--- src/rtl/periph_reg_demux_pkg.sv ---
// Shared definitions for the peripheral register-bus demultiplexer:
// reg-bus request/response types, address-map rule type, the default
// register map and the demux FSM state encoding.
package periph_reg_demux_pkg;

   localparam int unsigned NUM_SLAVES     = 3;
   localparam int unsigned TIMEOUT_CYCLES = 256;

   // Register-bus request: 64-bit address, 32-bit data, 4-bit strobe.
   typedef struct packed {
      logic [63:0] addr;
      logic        write;
      logic [31:0] wdata;
      logic [3:0]  wstrb;
      logic        valid;
   } reg_req_t;

   // Register-bus response.
   typedef struct packed {
      logic [31:0] rdata;
      logic        error;
      logic        ready;
   } reg_rsp_t;

   // One address-map rule; end_addr is exclusive.
   typedef struct packed {
      logic [31:0] idx;
      logic [63:0] start_addr;
      logic [63:0] end_addr;
   } rule_t;

   // Peripheral register map: SOC_CTRL, FAST_INTR_CTRL, UART.
   // Element [0] is the rightmost term of the concatenation.
   localparam rule_t [NUM_SLAVES-1:0] REG_MAP = {
      rule_t'{idx: 32'd2, start_addr: 64'h1000_2000_0000_0000, end_addr: 64'h1000_3000_0000_0000},
      rule_t'{idx: 32'd1, start_addr: 64'h1000_1000_0000_0000, end_addr: 64'h1000_2000_0000_0000},
      rule_t'{idx: 32'd0, start_addr: 64'h1000_0000_0000_0000, end_addr: 64'h1000_1000_0000_0000}
   };

   // Demux transaction sequencer states.
   typedef enum logic [1:0] {
      ST_IDLE = 2'd0,
      ST_FWD  = 2'd1,
      ST_ERR  = 2'd2
   } state_e;

endpackage

--- src/rtl/periph_reg_addr_decode.sv ---
// Combinational address-range decoder for reg-bus demultiplexers.
// A rule hits when start_addr <= addr < end_addr; when several rules
// overlap, the rule at the lowest array position wins.
module periph_reg_addr_decode
   import periph_reg_demux_pkg::*;
#(
   parameter int unsigned          NumRules = NUM_SLAVES,
   parameter int unsigned          IdxW     = (NumRules > 1) ? $clog2(NumRules) : 1,
   parameter rule_t [NumRules-1:0] Map      = REG_MAP
) (
   input  logic [63:0]     addr,
   output logic            hit,
   output logic [IdxW-1:0] idx
);

   // Scan from the highest rule down so the lowest matching rule is the last writer.
   always_comb begin
      // NOTE: every output gets a default first so no path leaves it unassigned (no latch).
      hit = 1'b0;
      idx = '0;
      for (int i = int'(NumRules) - 1; i >= 0; i--) begin
         if ((addr >= Map[i].start_addr) && (addr < Map[i].end_addr)) begin
            hit = 1'b1;
            idx = Map[i].idx[IdxW-1:0];
         end
      end
   end

endmodule

--- src/rtl/periph_reg_demux.sv ---
// Register-bus demultiplexer and transaction sequencer. Accepts one
// upstream request at a time, forwards it to the single slave whose
// address range it hits, answers unmapped addresses with an error, and
// aborts a forwarded transaction if the slave stays silent for
// TimeoutCycles cycles (TimeoutCycles must be at least 2).
module periph_reg_demux
   import periph_reg_demux_pkg::*;
#(
   parameter int unsigned           NumSlaves     = NUM_SLAVES,
   parameter int unsigned           TimeoutCycles = TIMEOUT_CYCLES,
   parameter rule_t [NumSlaves-1:0] RegMap        = REG_MAP
) (
   input  logic                     clk_i,
   input  logic                     rst_ni,
   input  reg_req_t                 slv_req_i,
   output reg_rsp_t                 slv_rsp_o,
   output reg_req_t [NumSlaves-1:0] mst_req_o,
   input  reg_rsp_t [NumSlaves-1:0] mst_rsp_i,
   output logic                     timeout_o,
   output logic [15:0]              err_cnt_o
);

   localparam int unsigned    IdxW    = (NumSlaves > 1) ? $clog2(NumSlaves) : 1;
   localparam int unsigned    CntW    = $clog2(TimeoutCycles);
   localparam logic [CntW-1:0] CntLast = CntW'(TimeoutCycles - 1);

   state_e          state_q, state_d;
   reg_req_t        req_q;       // latched copy of the accepted request
   logic [IdxW-1:0] sel_q;       // slave selected by the decode
   logic [CntW-1:0] cnt_q;       // cycles the selected slave has been waited on
   logic            timeout_q;
   logic [15:0]     err_cnt_q;

   logic            dec_hit;
   logic [IdxW-1:0] dec_idx;
   reg_rsp_t        sel_rsp;
   logic            err_inc;
   logic            timeout_hit;

   periph_reg_addr_decode #(
      .NumRules (NumSlaves),
      .IdxW     (IdxW),
      .Map      (RegMap)
   ) u_decode (
      .addr (slv_req_i.addr),
      .hit  (dec_hit),
      .idx  (dec_idx)
   );

   // Pick the response of the currently selected slave.
   always_comb begin
      sel_rsp = '0;
      for (int i = 0; i < int'(NumSlaves); i++) begin
         if (sel_q == IdxW'(i)) sel_rsp = mst_rsp_i[i];
      end
   end

   // Next-state logic plus decode-error and timeout events.
   always_comb begin
      state_d     = state_q;
      err_inc     = 1'b0;
      timeout_hit = 1'b0;
      case (state_q)
         ST_IDLE: begin
            if (slv_req_i.valid) begin
               if (dec_hit) begin
                  state_d = ST_FWD;
               end else begin
                  state_d = ST_ERR;
                  err_inc = 1'b1;
               end
            end
         end
         ST_FWD: begin
            // A response arriving on the last allowed cycle still wins.
            if (sel_rsp.ready) begin
               state_d = ST_IDLE;
            end else if (cnt_q == CntLast) begin
               state_d     = ST_ERR;
               err_inc     = 1'b1;
               timeout_hit = 1'b1;
            end
         end
         ST_ERR:  state_d = ST_IDLE;
         default: state_d = ST_IDLE;
      endcase
   end

   // State, request latch, wait counter, timeout pulse and error counter.
   always_ff @(posedge clk_i or negedge rst_ni) begin
      if (!rst_ni) begin
         state_q   <= ST_IDLE;
         req_q     <= '0;
         sel_q     <= '0;
         cnt_q     <= '0;
         timeout_q <= 1'b0;
         err_cnt_q <= '0;
      end else begin
         // NOTE: non-blocking assignments so every register updates from pre-edge values.
         state_q   <= state_d;
         timeout_q <= timeout_hit;
         if ((state_q == ST_IDLE) && slv_req_i.valid) begin
            req_q <= slv_req_i;
            sel_q <= dec_idx;
            cnt_q <= '0;
         end else if ((state_q == ST_FWD) && !sel_rsp.ready) begin
            cnt_q <= cnt_q + 1'b1;
         end
         if (err_inc && (err_cnt_q != 16'hFFFF)) begin
            err_cnt_q <= err_cnt_q + 16'd1;
         end
      end
   end

   // Drive slave requests and the upstream response from the current state.
   always_comb begin
      mst_req_o = '0;
      slv_rsp_o = '0;
      case (state_q)
         ST_FWD: begin
            for (int i = 0; i < int'(NumSlaves); i++) begin
               if (sel_q == IdxW'(i)) begin
                  mst_req_o[i]       = req_q;
                  mst_req_o[i].valid = 1'b1;
               end
            end
            if (sel_rsp.ready) begin
               slv_rsp_o.rdata = sel_rsp.rdata;
               slv_rsp_o.error = sel_rsp.error;
               slv_rsp_o.ready = 1'b1;
            end
         end
         ST_ERR: begin
            slv_rsp_o.error = 1'b1;
            slv_rsp_o.ready = 1'b1;
         end
         default: ;
      endcase
   end

   assign timeout_o = timeout_q;
   assign err_cnt_o = err_cnt_q;

endmodule

--- config.mk ---
export PLATFORM = sky130hd
export DESIGN_NAME = periph_reg_demux
export DESIGN_NICKNAME = d
export VERILOG_FILES = /design/src/rtl/periph_reg_demux_pkg.sv /design/src/rtl/periph_reg_addr_decode.sv /design/src/rtl/periph_reg_demux.sv
export SDC_FILE = /design/constraint.sdc
export NUM_CORES = 1
export LEC_CHECK = 0
export CORE_AREA = 2 2 221 223
export DETAILED_ROUTE_END_ITERATION = 10
export DIE_AREA = 0 0 223 225
export PLACE_DENSITY = 0.54
export SLEW_MARGIN = 25
export SYNTH_ARGS = -nofsm -noshare
export SYNTH_HDL_FRONTEND = slang
export SYNTH_HIERARCHICAL = 1
export SYNTH_SLANG_ARGS = --single-unit
--- constraint.sdc ---
create_clock -name clk_i -period 4.8 [get_ports clk_i]
set_input_delay 0.96 -clock clk_i [delete_from_list [all_inputs] [get_ports clk_i]]
set_output_delay 0.96 -clock clk_i [all_outputs]
set_load 0.01 [all_outputs]
==> flow_summary.ini, run 1 <==
[synthesis]
ys_ff_latch = 130
synth_nets = 1286
synth_area_per_cell_um2 = 7.60
syn_area_um2 = 8180
postSynthCellCount = 1075
yosysTopAreaCellShare = 0.398
yosysTopAreaCell = dfrtp_1
synth_cell_types = 38
yosysWarnings = 6
async_flop_share = 1.00
synth-edff-count = 0
synthFlopType = dfrtp_1
yosysSeqAreaShare = 0.398
synth.area.top_cells = dfrtp_1 40%, and2_1 23%, nand2_1 15%

[sta]
period_needed_ps = 4190
rsz0062_at_grt = false
finClkSkew_ps = 6.44
whs_ps = 480
worstMarginPinSlew_ps = 871
setup_violations = 0
min_period_over_period = 0.872
fmax_ghz = 0.239
slew_headroom = 0.417
finalHoldViolCount = 0
drv_slew = 0
fin_tns_setup_ps = 0

[clock_network]
clock_latency_ps = 450
clk_pin_slew_ps = 60
ctsHoldBuffers = 0
cts_tree = yes
clock-root-buffer = clkbuf_16
cts_sinks = 130
postCtsSetupBuffers = 0
cts_max_path_buffers = 2
cts_buffers = 17
cts_resized = 0
cts-htree-levels = 4

[placed_design]
port_buffers = 562
place_congestion = 0.787
hpwlAfterDp_mm = 28.9

[flow_run]
cap_violations = 0

[critical_path]
timing.critical_path.from = mst_rsp_i[68]
cp_slowest_cell = clkdlybuf4s50_1
cp-start-kind = primary input
path_cells = clkdlybuf4s50_1, mux2i_2, o21ai_0, nand2_1, buf_4, nor2_1, clkdlybuf4s50_1
arrival_ps = 3230
slowest_delay_ps = 520
crit_cells = 7
setup.worst_path.end_class = primary output
critical_path_buf_inv_count = 3
worstSetupPathType = in -> out
rr_startpoint = sel_q[1]
cp_data_required_time_ps = 3840
r2r_cells = 5
crit_path_max_fanout = 21
cpMostUsedCell = clkdlybuf4s50_1
critPathTopFamily = buffers and inverters

[global_routing]
met1_usage = 0.164
grt.overflow.total = 0
grt_first_pass_wirelength_mm = 56.1
grt_max_degree = 103
antenna_found_initial = 1
met2_usage = 0.263
grt.total_usage = 0.148
grt_pass1_vias = 9062
grt.busiest_layer = met2
globalRouteMet3Util = 0.0458

[worst_hold_path]
min_path_type = in -> async

[floorplan]
core_um2 = 47500
rows = 80
start_util = 0.172
dieArea_um2 = 50200
die_h_um = 225
die_width_um = 223
top_level_ports = 563

[power]
netSwitchingPower_mw = 1.58
clock_power_share = 0.333
power.leakage_nw = 6.34
power-per-cell-area_nw_per_um2 = 302
combPwrFrac = 0.224
p_int_mw = 3.00
seq_power_share = 0.443
switching_share = 0.345
ir_drop_mv = 0.166

[detailed_routing]
viasPerCell = 4.02
drt-wirelength-per-cell_um = 17.1
vias = 8947
drc_errors = 0
drtIter0Drc = 294
wirelength_mm = 38.0
antenna_left = 0
dr.pass1.iters = 5

[finish]
finalNetCount = 1807
drive_above_1_share = 0.0379
final_util = 0.318
area_growth_pct = 85.2

[status]
status = finished clean
-- final timing paths --
path | end | slack [ps]
max | slv_rsp_o[2] | 610
min | req_q[73] | 480
max reg2reg | err_cnt_o[14] | 1840
min reg2reg | req_q[21] | 500
max in group asynchronous | req_q[11] | 3460
min in group clk_i | req_q[21] | 500
-- placed cells by master (no fill, tap or decap), drive strengths merged, types with 14 or more instances in the layout --
cell,n
mux2i,35
dfrtp,130
and2,305
xnor2,18
a21oi,34
buf,14
clkdlybuf4s50,561
clkbuf,18
nand2,322
nand3,15
nor2,86
-- power groups by stage --
stage	sequential, mW	combinational, mW	clock [mW]
2_1_floorplan	1.81	0.603	0
3_3_place_gp	2.02	1.03	0
3_5_place_dp	2.04	1.06	0
4_1_cts	2.04	1.05	1.58
5_1_grt	2.11	1.18	1.64
6_report	2.03	1.02	1.52
-- through the flow --
stage / power (mW) / instances / instance area (um^2) / worst slack (ps)
floorplan: 2.41 / 1075 / 8180 / 1920
global placement: 3.05 / 2192 / 14500 / 606
detailed placement: 3.10 / 2192 / 14500 / 574
CTS: 4.68 / 2224 / 15100 / 558
global route: 4.92 / 2224 / 15100 / 464
finish: 4.57 / 2225 / 15100 / 613
-- cell type report --
type,count,area (um^2)
timing repair buffer,575,5760
fill,5032,32400
inverter,7,26.3
tap,615,769
clock inverter,14,235
sequential,130,3250
multi-input combinational,865,4650
antenna,1,2.50
clock buffer,18,439
-- cells by family after synthesis --
| logic type | synth area share |
|---|---|
| buffers and inverters | 0.0367 |
| AOI/OAI and AO/OA | 0.0318 |
| and+or+nand+nor | 0.457 |
| adders and majority gates | 0.00765 |
| DFF | 0.398 |
| muxes | 0.0488 |
| xor gates and xnor gates | 0.0204 |
-- sequential cells by signal, indices dropped and copies added, names as in the netlist --
signal     flops
req_q        101
err_cnt_o     16
cnt_q          8
sel_q          2
state_q        2
timeout_o      1
-- worst register-to-register path, stage by stage (launching register included) --
cell and delay [ps]:
dfrtp_2 720, mux2i_2 420, o211ai_4 190, o32ai_4 670, or4b_1 520, mux2_1 320
-- routing by layer --
metal,vias up,share of wire
li1,4369,-
met1,4135,0.39
met4,0,0.031
met5,-,0
met3,46,0.077
met2,397,0.50
-- synth_stat cells, types with 2 or more instances --
cell type and count:
nand2_1 322, and2_1 305, dfrtp_1 130, nor2_1 86, clkbuf_1 66, a21oi_1 34, mux2i_1 34, xnor2_1 18
nand3_1 15, buf_1 7, inv_1 7, nand4_1 7, ha_1 5, and3_1 4, nor3_1 4, mux2_2 3
nor4_1 3, nand2b_1 2, nand3b_1 2, nand4b_1 2, o21ai_0 2
(Power assumes the default switching activity.)
==> run 2, diff against run 1 <==
CORE_AREA = 2 2 218 220   (was 2 2 221 223)
DIE_AREA = 0 0 220 222   (was 0 0 223 225)
PLACE_DENSITY = 0.55   (was 0.54)
SYNTH_HIERARCHICAL = not set   (was 1)
clock period = 5.1 ns   (was 4.8 ns; I/O delays follow)
==> flow_summary.ini, run 2 <==
[detailed_routing]
wirelength_mm = 39.9
dr.pass1.iters = 5
drtIter0Drc = 413
viasPerCell = 4.12
drc_errors = 0
vias = 9150
drt-wirelength-per-cell_um = 18.0
antenna_left = 0

[synthesis]
synthMuxAreaShare = 0.0497
postSynthCellCount = 1087
yosysTopAreaCellShare = 0.387
yosysWarnings = 0
synth_top_family_by_area = simple AND/OR/NAND/NOR gates
yosys.area_share.simple = 0.435
synth_area_per_cell_um2 = 7.74
synthAdderAreaFrac = 0.00743
yosysSeqAreaShare = 0.387
yosysTopAreaCell = dfrtp_1
async_flop_share = 1.00
synth.area.top_cells = dfrtp_1 39%, and2_1 15%, nand2_1 14%
ys_ff_latch = 130
synth-edff-count = 0
synth_most_common_cell = nand2_1
synthFlopType = dfrtp_1
synth_compound_area_frac = 0.0592
synth_nets = 1298
syn_area_um2 = 8420
synth_commonest_cells = 320 x nand2_1, 206 x and2_1, 130 x dfrtp_1, 107 x and3_1, 73 x nor2_1
yosys.area_share.xor_xnor = 0.0177
synth_cell_types = 48

[critical_path]
worstSetupPathType = in -> out
setup.worst_path.end_class = primary output
arrival_ps = 3320
crit_path_max_fanout = 20
cp_data_required_time_ps = 4080
cp-start-kind = primary input

[clock_network]
cts_tree = yes
cts_buffers = 17
clock-root-buffer = clkbuf_16
clk_pin_slew_ps = 60
cts_sinks = 130
postCtsSetupBuffers = 0
cts_resized = 0
clock_latency_ps = 420
ctsHoldBuffers = 0
cts_max_path_buffers = 2
cts-htree-levels = 4

[finish]
nFillCells = 4909
final_util = 0.330
final_common_cell = clkdlybuf4s50_1
largest_reg_flops = 101
drive_above_1_share = 0.0478
area_growth_pct = 81.5
top_register = req_q
finalNetCount = 1810
final_cell_mix = 561 x clkdlybuf4s50_1, 319 x nand2_1, 205 x and2_1

[sta]
fin_tns_setup_ps = 0
min_period_over_period = 0.852
slew_headroom = 0.458
rsz0062_at_grt = false
drv_slew = 0
setup_slack_ps = 756
period_needed_ps = 4340
worstMarginPinSlew_ps = 813
finClkSkew_ps = 10.0
fmax_ghz = 0.230
finalHoldViolCount = 0
setup_violations = 0

[placed_design]
place_congestion = 0.952
port_buffers = 562
place_ws_ps = 852
hpwlAfterDp_mm = 30.9

[global_routing]
grt.overflow.total = 0
grt_max_degree = 76
grt.total_usage = 0.158
antenna_found_initial = 3
grt_pass1_vias = 8958
grt_first_pass_wirelength_mm = 57.9

[floorplan]
start_util = 0.182
die_h_um = 222
rows = 79
die_width_um = 220
top_level_ports = 563
core_um2 = 46300
dieArea_um2 = 48800

[power]
p_int_mw = 2.77
combPwrFrac = 0.228
ir_drop_mv = 0.152
netSwitchingPower_mw = 1.50
power-per-cell-area_nw_per_um2 = 279
power.leakage_nw = 6.77
switching_share = 0.351
seq_power_share = 0.456
clock_power_share = 0.316

[flow_run]
cap_violations = 0

[worst_hold_path]
min_path_type = reg -> reg

[status]
status = finished clean
-- run 2: logic make-up (layout without fill, tap and decap cells) --
logic type | after synthesis | after routing
AND/OR/NAND/NOR | 738 | 738
flip-flops | 130 | 130
buffers and inverters | 92 | 616
AO/OA/AOI/OAI | 65 | 65
multiplexers | 40 | 40
XOR/XNOR | 17 | 17
adder cells (fa/ha/maj) | 5 | 5
other | 0 | 1
-- run 2: stage by stage --
| stage | total power [mW] | hold WS (ps) | cells | instance area (um^2) |
|---|---|---|---|---|
| 2_1_floorplan | 2.29 | 465 | 1087 | 8420 |
| 3_3_place_gp | 2.93 | 484 | 2187 | 14600 |
| 3_5_place_dp | 2.96 | 477 | 2187 | 14600 |
| 4_1_cts | 4.36 | 492 | 2218 | 15300 |
| 5_1_grt | 4.58 | 515 | 2219 | 15300 |
| 6_report | 4.27 | 491 | 2219 | 15300 |
-- run 2: critical path, stage by stage --
cell and delay, ps:
clkdlybuf4s50_1 400, mux2i_1 460, o21ai_0 150, nand2_1 400, buf_4 330, nor2_1 80, clkdlybuf4s50_1 490
-- run 2: area by class of cell --
cell class	instances	area, um^2	share of cell area
multi-input combinational	865	4820	0.316
antenna	1	2.50	0.000164
tap	607	759	0.0497
clock buffer	21	460	0.0301
sequential	130	3250	0.213
clock inverter	10	181	0.0119
inverter	7	26.3	0.00172
timing repair buffer	578	5770	0.378
-- run 2: power groups by stage --
stage / logic [mW] / clock network [mW] / registers [mW]
6_report: 0.973 / 1.35 / 1.95
5_1_grt: 1.13 / 1.44 / 2.02
4_1_cts: 1.00 / 1.40 / 1.95
3_5_place_dp: 0.998 / 0 / 1.97
3_3_place_gp: 0.979 / 0 / 1.95
2_1_floorplan: 0.581 / 0 / 1.71
-- run 2: worst paths after layout --
| path | slack, ps | endpoint | start | cells after the start |
|---|---|---|---|---|
| min | 490 | err_cnt_o[5] | err_cnt_o[5] | 1 |
| min reg2reg | 490 | err_cnt_o[5] | err_cnt_o[5] | 1 |
| max in group asynchronous | 3520 | req_q[25] | rst_ni | 2 |
| max | 760 | slv_rsp_o[17] | mst_rsp_i[34] | 7 |
| min in group asynchronous | 600 | req_q[2] | rst_ni | 1 |
| max reg2reg | 2550 | err_cnt_o[15] | sel_q[0] | 5 |
-- run 2: per-layer routing --
metal  global-route usage  share of wire  vias up  wire (um)
met2                0.281           0.51      304      20300
met4               0.0390          0.012        2        466
met3               0.0351          0.063       20       2500
met5                    0        0.00033        -         13
li1                     -              -     4503          -
met1                0.191           0.42     4321      16600
==> run 3, diff against run 2 <==
CORE_AREA = 2 2 216 218   (was 2 2 218 220)
DIE_AREA = 0 0 218 220   (was 0 0 220 222)
PLACE_DENSITY = 0.56   (was 0.55)
SYNTH_HIERARCHICAL = 1   (was not set)
==> flow_summary.ini, run 3 (synthesis results as in run 1) <==
[status]
status = finished clean

[critical_path]
worstSetupPathType = in -> out
cp_slowest_cell = clkdlybuf4s50_1
timing.critical_path.from = mst_rsp_i[68]
r2r_end = err_cnt_o[14]
setup.worst_path.end_class = primary output
cp-start-kind = primary input
cpMostUsedCell = clkdlybuf4s50_1
r2r_cells = 5
rr_startpoint = sel_q[1]
worstSetupEndpoint = slv_rsp_o[1]
arrival_ps = 3150
crit_path_max_fanout = 33
reg2reg_slack_ps = 2000
cp_data_required_time_ps = 4080
slowest_delay_ps = 530
path_cells = clkdlybuf4s50_1, mux2i_2, o21ai_0, nand2_1, buf_4, a21boi_0, and2_1, clkdlybuf4s50_1

[sta]
min_period_over_period = 0.818
period_needed_ps = 4170
slew_headroom = 0.371
rsz0062_at_grt = false
finClkSkew_ps = 11.3
whs_ps = 499
finalHoldViolCount = 0
fin_tns_setup_ps = 0
fmax_ghz = 0.240
drv_slew = 0
setup_violations = 0
worstMarginPinSlew_ps = 943

[detailed_routing]
drc_errors = 0
wirelength_mm = 37.3
antenna_left = 0
vias = 8932
drtIter0Drc = 274
viasPerCell = 4.03
dr.pass1.iters = 4
drt-wirelength-per-cell_um = 16.8

[power]
power.leakage_nw = 6.31
ir_drop_mv = 0.155
p_total_mw = 4.18
power-per-cell-area_nw_per_um2 = 278

[clock_network]
postCtsSetupBuffers = 0
cts_sinks = 130
cts_buffers = 17
ctsHoldBuffers = 0
cts-htree-levels = 4
cts_resized = 0
clock-root-buffer = clkbuf_16
cts_tree = yes
cts_max_path_buffers = 2
clk_pin_slew_ps = 60
clock_latency_ps = 420

[global_routing]
grt.total_usage = 0.147
grt_first_pass_wirelength_mm = 54.4
antenna_found_initial = 0
grt.overflow.total = 0
grt_pass1_vias = 8918
grt_max_degree = 92

[finish]
final_common_cell = clkdlybuf4s50_1
final_cell_mix = 561 x clkdlybuf4s50_1, 321 x nand2_1, 304 x and2_1
drive_above_1_share = 0.0379
largest_reg_flops = 101
finalNetCount = 1808
top_register = req_q
nFillCells = 4784
register_area_um2 = 3250
diodes = 0
area_growth_pct = 84.1
multiInputGateArea_um2 = 4650

[flow_run]
cap_violations = 0

[floorplan]
top_level_ports = 563
rows = 79
die_h_um = 220
die_width_um = 218
core_um2 = 45900
dieArea_um2 = 48000
start_util = 0.178

[placed_design]
place_congestion = 0.803
hpwlAfterDp_mm = 28.2
port_buffers = 562

[worst_hold_path]
min_path_type = reg -> reg
worst_hold_path.num_cells = 1
## run 3: cell count changes in the layout (fill, tap and decap cells not counted), sizes merged, moves of 3 or more
cell / delta
a2111oi: -3
a211oi: -9
a21oi: -4
and2: +99
and3: -103
clkbuf: -4
inv: +5
nand3: +4
nand4: +5
nor2: +12
o21ai: -4
xnor2: +14
xor2: -12
## run 3: worst min path at each step
stage	startpoint	end	slack, ps
3_5_place_dp	req_q[68]	req_q[68]	490
2_1_floorplan	req_q[100]	req_q[100]	460
3_3_place_gp	req_q[68]	req_q[68]	480
5_1_grt	err_cnt_o[6]	err_cnt_o[6]	530
6_report	err_cnt_o[6]	err_cnt_o[6]	500
4_1_cts	err_cnt_o[6]	err_cnt_o[6]	510
## run 3: power by group
part | switching, mW | total (mW) | internal, mW
clock network | 0.516 | 1.29 | 0.775
logic | 0.514 | 0.966 | 0.452
registers | 0.481 | 1.92 | 1.44
total | 1.51 | 4.18 | 2.67
## run 3: stage by stage
stage / cells / utilization / cell area, um^2 / setup WS (ps)
2_1_floorplan: 1075 / - / 8180 / 2100
3_3_place_gp: 2184 / 0.315 / 14400 / 913
3_5_place_dp: 2184 / 0.315 / 14400 / 935
4_1_cts: 2215 / 0.328 / 15000 / 851
5_1_grt: 2216 / 0.328 / 15000 / 742
6_report: 2216 / 0.328 / 15000 / 926
## run 3: cell type report
class,count,area share
Inverter,7,0.00175
Timing Repair Buffer,576,0.383
Multi-Input combinational cell,865,0.309
Clock buffer,17,0.0283
Sequential cell,130,0.216
Clock inverter,14,0.0119
Tap cell,607,0.0505
## run 3: critical path, delay by kind of cell
kind | cells | cell delay, ps
buffers and inverters | 3 | 1280
AND/OR/NAND/NOR | 2 | 250
multiplexers | 1 | 110
AO/OA/AOI/OAI | 2 | 490
## run 3: routing by layer
metal | wire length [um] | track usage
met5 | 0 | 0
met4 | 786 | 0.0454
met3 | 2750 | 0.0353
met2 | 18500 | 0.266
met1 | 15200 | 0.170
